**src/rtl/sdram_arb_pkg.sv**
```systemverilog
// Shared types and the slot priority decision for the SDRAM slot arbiter.
package sdram_arb_pkg;

    typedef enum logic [1:0] {IDLE, BOOT, CPU, DMA} owner_t;

    typedef struct packed {
        logic        rd;
        logic        wr;
        logic [22:0] addr;
        logic [1:0]  bank;
        logic [7:0]  din;
    } req_t;

    localparam int unsigned SLOT_LEN = 16;

    function automatic owner_t arbitrate(input logic boot_mode, input logic boot_wr,
                                         input logic cpu_req, input logic dma_req,
                                         input logic starve_full);
        owner_t who;
        if (boot_mode)                 who = boot_wr ? BOOT : IDLE;
        else if (dma_req && starve_full) who = DMA;
        else if (cpu_req)              who = CPU;
        else if (dma_req)              who = DMA;
        else                           who = IDLE;
        return who;
    endfunction

endpackage

```
**src/rtl/sdram_slot_arbiter.sv**
```systemverilog
// Grants the single SDRAM command port to boot loader, CPU or DMA, one owner per
// clkref slot, and registers the selected command toward the sdram controller.
module sdram_slot_arbiter #(
    parameter int unsigned DATA_LAT = 8,
    parameter int unsigned MAX_WAIT = 3
) (
    input  logic        clk_sys,
    input  logic        reset,
    input  logic        ce_ref,
    input  logic        boot_mode,
    input  logic        boot_wr,
    input  logic [22:0] boot_addr,
    input  logic [1:0]  boot_bank,
    input  logic [7:0]  boot_din,
    output logic        boot_ack,
    input  logic        cpu_rd,
    input  logic        cpu_wr,
    input  logic [22:0] cpu_addr,
    input  logic [1:0]  cpu_bank,
    input  logic [7:0]  cpu_din,
    output logic        cpu_wait,
    input  logic        dma_req,
    input  logic        dma_we,
    input  logic [22:0] dma_addr,
    input  logic [1:0]  dma_bank,
    input  logic [7:0]  dma_din,
    output logic        dma_ack,
    output logic [7:0]  dma_dout,
    output logic        sd_oe,
    output logic        sd_we,
    output logic [22:0] sd_addr,
    output logic [1:0]  sd_bank,
    output logic [7:0]  sd_din,
    input  logic [7:0]  sd_dout
);
    import sdram_arb_pkg::*;

    // Read data must land inside the slot, so no ack can straddle a ce_ref.
    if (DATA_LAT < 2 || DATA_LAT >= SLOT_LEN) begin : g_bad_data_lat
        $error("DATA_LAT must lie in [2, SLOT_LEN)");
    end
    if (MAX_WAIT > 255) begin : g_bad_max_wait
        $error("MAX_WAIT must fit the 8-bit starve counter");
    end

    localparam logic [7:0] MaxStarve = 8'(MAX_WAIT);
    localparam logic [3:0] LastLat   = 4'(DATA_LAT - 1);
    localparam logic [3:0] PhaseMax  = 4'(SLOT_LEN - 1);

    owner_t      owner;
    owner_t      grant;
    logic [7:0]  starve;
    logic [3:0]  phase;
    logic        cpu_req;
    logic        starve_full;
    logic        forced;
    req_t        sel;

    always_comb begin
        cpu_req     = cpu_rd | cpu_wr;
        starve_full = (starve == MaxStarve);
        forced      = !boot_mode && dma_req && starve_full;
        grant       = arbitrate(boot_mode, boot_wr, cpu_req, dma_req, starve_full);
        // IDLE keeps the address/data lines parked on their last value.
        sel = '{rd: 1'b0, wr: 1'b0, addr: sd_addr, bank: sd_bank, din: sd_din};
        unique case (grant)
            BOOT: sel = '{rd: 1'b0, wr: 1'b1, addr: boot_addr, bank: boot_bank, din: boot_din};
            CPU:  sel = '{rd: cpu_rd, wr: cpu_wr, addr: cpu_addr, bank: cpu_bank, din: cpu_din};
            DMA:  sel = '{rd: !dma_we, wr: dma_we, addr: dma_addr, bank: dma_bank, din: dma_din};
            default: ;
        endcase
    end

    always_ff @(posedge clk_sys) begin
        if (reset) begin
            owner    <= IDLE;
            starve   <= '0;
            phase    <= '0;
            sd_oe    <= 1'b0;
            sd_we    <= 1'b0;
            sd_addr  <= '0;
            sd_bank  <= '0;
            sd_din   <= '0;
            boot_ack <= 1'b0;
            dma_ack  <= 1'b0;
            cpu_wait <= 1'b0;
            dma_dout <= '0;
        end else begin
            boot_ack <= 1'b0;
            dma_ack  <= 1'b0;
            if (phase != PhaseMax) phase <= phase + 4'd1;

            // phase counts cycles since the grant edge; read data is due at its last step.
            if (owner == DMA && sd_oe && phase == LastLat) begin
                dma_ack  <= 1'b1;
                dma_dout <= sd_dout;
            end

            if (ce_ref) begin
                owner    <= grant;
                phase    <= 4'd1;
                sd_oe    <= sel.rd;
                sd_we    <= sel.wr;
                sd_addr  <= sel.addr;
                sd_bank  <= sel.bank;
                sd_din   <= sel.din;
                cpu_wait <= forced && cpu_req;
                boot_ack <= (grant == BOOT);
                if (grant == DMA && dma_we) dma_ack <= 1'b1;
                if (grant == DMA || !dma_req) starve <= '0;
                else if (grant == CPU && !starve_full) starve <= starve + 8'd1;
            end
        end
    end

endmodule

```
**config.mk**
```make
export PLATFORM = sky130hd
export DESIGN_NAME = sdram_slot_arbiter
export DESIGN_NICKNAME = d
export VERILOG_FILES = /design/src/rtl/sdram_arb_pkg.sv /design/src/rtl/sdram_slot_arbiter.sv
export SDC_FILE = /design/constraint.sdc
export NUM_CORES = 1
export LEC_CHECK = 0
export BUFFER_PORTS_ARGS = -buffer_cell sky130_fd_sc_hd__buf_2
export CORE_ASPECT_RATIO = 0.5
export CORE_MARGIN = 4
export CORE_UTILIZATION = 33
export DETAILED_ROUTE_END_ITERATION = 12
export PLACE_DENSITY_LB_ADDON = 0.15
export REMOVE_ABC_BUFFERS = 1
export SYNTH_ARGS = -nofsm -noshare
export SYNTH_HDL_FRONTEND = slang
export SYNTH_SLANG_ARGS = --single-unit
```
**constraint.sdc**
```tcl
create_clock -name clk_sys -period 4.4 [get_ports clk_sys]
set_clock_uncertainty 0.1 [all_clocks]
set_input_delay 0.22 -clock clk_sys [delete_from_list [all_inputs] [get_ports clk_sys]]
set_output_delay 0.22 -clock clk_sys [all_outputs]
set_load 0.02 [all_outputs]
```
==> tab_implementation.tex <==
\begin{tabular}{lr}
\hline
Metric & Value \\
\hline
\multicolumn{2}{l}{\textbf{Die}} \\
\quad Core region area & roughly 9400 sq um \\
\quad Die footprint & about 11,000 sq um \\
\quad Die height & 77.6 um \\
\quad Number of top-level design ports & 162 \\
\quad DIE WIDTH & between 100 and 150 um \\
\quad Initial Util & 0.338 \\
\quad Number of cell rows & 25 \\
\multicolumn{2}{l}{\textbf{Pwr}} \\
\quad Power per cell area & between 300 and 400 nW/um\^{}2 \\
\quad Maximum resistive drop on vdd & about 0.24 mV \\
\quad Power consumption & $\sim$1.7 mW \\
\quad Part of the total power dissipated in sequential elements & 0.343 \\
\quad Static Leakage & $\sim$2.0 nW \\
\quad Power share of the clock group & 0.498 \\
\quad Net Switching & between 0.4 and 0.5 mW \\
\quad Net switching share of the total power & 0.243 \\
\quad Gate power share & 0.159 \\
\quad Internal Pwr Total & approximately 1.3 mW \\
\multicolumn{2}{l}{\textbf{GRT}} \\
\quad Number of global-route vias before repair & 2,947 \\
\quad Total GRT Usage & 0.157 \\
\quad Antenna violations before repair & 0 \\
\quad First-pass GRT wire length & 14.6 mm \\
\quad Remaining global-route overflow & 0 \\
\quad Maximum number of pins on one net before global-route repair & a little under 100 \\
\multicolumn{2}{l}{\textbf{Timing}} \\
\quad Worst Tran Pin Value & approximately 940 ps \\
\quad Hold WS & between 30 and 40 ps \\
\quad Final Hold Fails & 0 \\
\quad Unrepaired setup endpoints after global routing & no \\
\quad Number of max-slew violations in the final report & 0 \\
\quad Setup\_tns & 0 ps \\
\quad Final Setup Violations & 0 \\
\quad Highest attainable clock frequency & $\sim$420 MHz \\
\quad Final period util & 0.538 \\
\quad Min Clock Period, post-route & approximately 2400 ps \\
\quad Rel. slew slack & 0.372 \\
\multicolumn{2}{l}{\textbf{Worst setup path}} \\
\quad Endpoint class of the critical path & flip-flop \\
\quad Crit path DAT & roughly 2500 ps \\
\quad Critical Setup Path Class & reg -> reg \\
\quad Startpoint of the most critical setup path & starve[0]\$\_SDFFE\_PP0P\_ \\
\quad Critical path peak fanout & 33 \\
\quad Startpoint of the worst-slack reg-to-reg timing path & starve[0]\$\_SDFFE\_PP0P\_ \\
\quad Type of origin of the critical path & flip-flop \\
\quad Required time of the worst setup path & roughly 4500 ps \\
\multicolumn{2}{l}{\textbf{Clock tree}} \\
\quad Resize count post-CTS & 0 \\
\quad Sinks on Clock Net & 60 \\
\quad CTS H-tree lvls & 3 \\
\quad Clock buffers created by TritonCTS & 9 \\
\quad Post-CTS repair timing setup buffer count & 0 \\
\quad Hold-fix buffers, CTS & 0 \\
\quad TritonCTS clock tree & done \\
\quad Clk Latency, worst-skew pair & roughly 320 ps \\
\quad Clock transition at the registers of the reported paths & 50 ps \\
\quad Deepest clock path buffer count & 2 \\
\quad Root Buffer Master & clkbuf\_16 \\
\multicolumn{2}{l}{\textbf{Cells and area}} \\
\quad Share of layout cells above drive strength 1 & 0.381 \\
\quad Filler instances & approximately 970 \\
\quad Final antenna diode count & 0 \\
\quad Post-layout net count & between 600 and 700 \\
\quad Cell Count, Final, Fillers Out & between 600 and 700 \\
\quad Layout-stage area growth over the synthesis result & 37.1\% \\
\multicolumn{2}{l}{\textbf{Yosys}} \\
\quad Sequential element share of the synthesized area & 0.376 \\
\quad Leading cell types by count after synthesis & dfxtp\_1 (60), nand2\_1 (40), inv\_1 (37) \\
\quad Top\_reg\_cell synth & dfxtp\_1 \\
\quad Ys async rst share & 0 \\
\quad Avg Inst Size Synth & 8.83 sq um \\
\quad Area of the mapped netlist & around 3200 sq um \\
\quad Yosys top cell area share & 0.376 \\
\quad Synth top area cells & dfxtp\_1 (38\%), a221o\_1 (10\%), a32o\_1 (9.7\%), a21oi\_1 (5.5\%), nand2\_1 (4.7\%) \\
\quad Library cell occupying the most area in the post-synthesis netlist & dfxtp\_1 \\
\quad Number of enable flip-flop cells after synthesis & 0 \\
\quad Most instantiated library cell after synthesis & dfxtp\_1 \\
\quad Number of register bits inferred by synthesis & 60 \\
\quad Number of instances in the synthesized netlist & 362 \\
\quad Synth warn & 0 \\
\quad Synth unique cells & between 40 and 50 \\
\multicolumn{2}{l}{\textbf{Min path}} \\
\quad Path type of the worst min-delay path & in -> reg \\
\quad Beginning of the worst hold path & dma\_addr[21] \\
\multicolumn{2}{l}{\textbf{Detailed routing}} \\
\quad Drt pass-1 iters & 4 \\
\quad Routed wirelength normalized by instance count & 14.1 um \\
\quad Remaining design rule violation count & 0 \\
\quad Wirelength, routed & between 9 and 10 mm \\
\quad Routed vias & roughly 3,200 \\
\quad Iter 0 DRT Violations & roughly 190 \\
\quad Vias per cell & 4.97 \\
\quad Remaining antenna violation count after routing & 0 \\
\multicolumn{2}{l}{\textbf{Place}} \\
\quad Routability congestion estimate from global placement & between 0.7 and 0.8 \\
\quad Instance count after placement with tap cells included & $\sim$630 \\
\quad HPWL reported at the end of detailed placement & roughly 6.5 mm \\
\quad Number of buffers inserted by port buffering & 161 \\
\multicolumn{2}{l}{\textbf{Status}} \\
\quad Run status & complete, no violations \\
\multicolumn{2}{l}{\textbf{Run}} \\
\quad Maximum Capacitance Violations & 0 \\
\hline
\end{tabular}
[flip-flops by register name, indices dropped and copies added, names as in the netlist]
signal,count
boot_ack,1
cpu_wait,1
dma_ack,1
dma_dout,8
owner,2
phase,4
sd_addr,23
sd_bank,2
sd_din,8
sd_oe,1
sd_we,1
starve,8
[routing by layer]
| layer | track usage | routed length (um) |
|---|---|---|
| met3 | 0.0537 | 597 |
| met5 | 0 | 0 |
| met1 | 0.202 | 4040 |
| met4 | 0.0428 | 85 |
| met2 | 0.251 | 4410 |
[critical path: stages (launching register included)]
cell	delay (ps)
dfxtp_1	430
ha_1	260
nor4b_4	340
a31oi_4	420
a221o_1	490
a32o_1	210
[metrics by stage]
| step | util | area [sq um] | setup slack, ps |
|---|---|---|---|
| 6_report | 0.464 | 4380 | 2030 |
| 3_5_place_dp | 0.426 | 4020 | 1970 |
| 3_3_place_gp | 0.426 | 4020 | 1990 |
| 4_1_cts | 0.464 | 4380 | 2010 |
| 5_1_grt | 0.464 | 4380 | 1900 |
| 2_1_floorplan | - | 3010 | 2020 |
[worst paths after layout]
check	slack [ps]	end	cells after the start
setup / recovery	2030	sd_addr[19]$_SDFFE_PP0P_	5
hold / removal	30	sd_addr[21]$_SDFFE_PP0P_	2
setup reg to reg	2030	sd_addr[19]$_SDFFE_PP0P_	5
hold reg to reg	370	sd_we$_SDFFE_PP0P_	2
[power by group through the flow]
| stage | combinational (mW) | clock, mW | sequential, mW |
|---|---|---|---|
| floorplan | 0.122 | 0 | 0.634 |
| global placement | 0.275 | 0 | 0.601 |
| detailed placement | 0.276 | 0 | 0.601 |
| CTS | 0.277 | 0.878 | 0.590 |
| global route | 0.305 | 0.905 | 0.592 |
| finish | 0.274 | 0.855 | 0.590 |
[cells in the final DEF, fill, tap and decap left out, types with 5 or more instances in the layout]
master | netlist | final
a21oi_1 | 35 | 35
a221o_1 | 32 | 32
a32o_1 | 31 | 31
buf_2 | 5 | 161
clkbuf_16 | 0 | 9
dfxtp_1 | 60 | 60
inv_1 | 37 | 37
mux2i_1 | 9 | 9
nand2_1 | 40 | 40
nand4_1 | 5 | 5
nor2_1 | 23 | 23
[cell type report]
class	instances	area [sq um]	area share
Sequential cell	60	1200	0.274
Timing Repair Buffer	165	836	0.191
Inverter	37	139	0.0317
Clock buffer	9	225	0.0514
Multi-Input combinational cell	234	1680	0.382
Tap cell	135	169	0.0385
Clock inverter	7	139	0.0317
[logic make-up after synthesis]
| family | count (synthesis) | synth area share |
|---|---|---|
| compound gates | 120 | 0.314 |
| simple gates | 96 | 0.154 |
| fa+ha+maj | 2 | 0.00783 |
| mux | 9 | 0.0282 |
| buf+inv | 68 | 0.102 |
| xor+xnor | 7 | 0.0192 |
| flops | 60 | 0.376 |
Note: power is estimated with default switching activity, not from simulation.
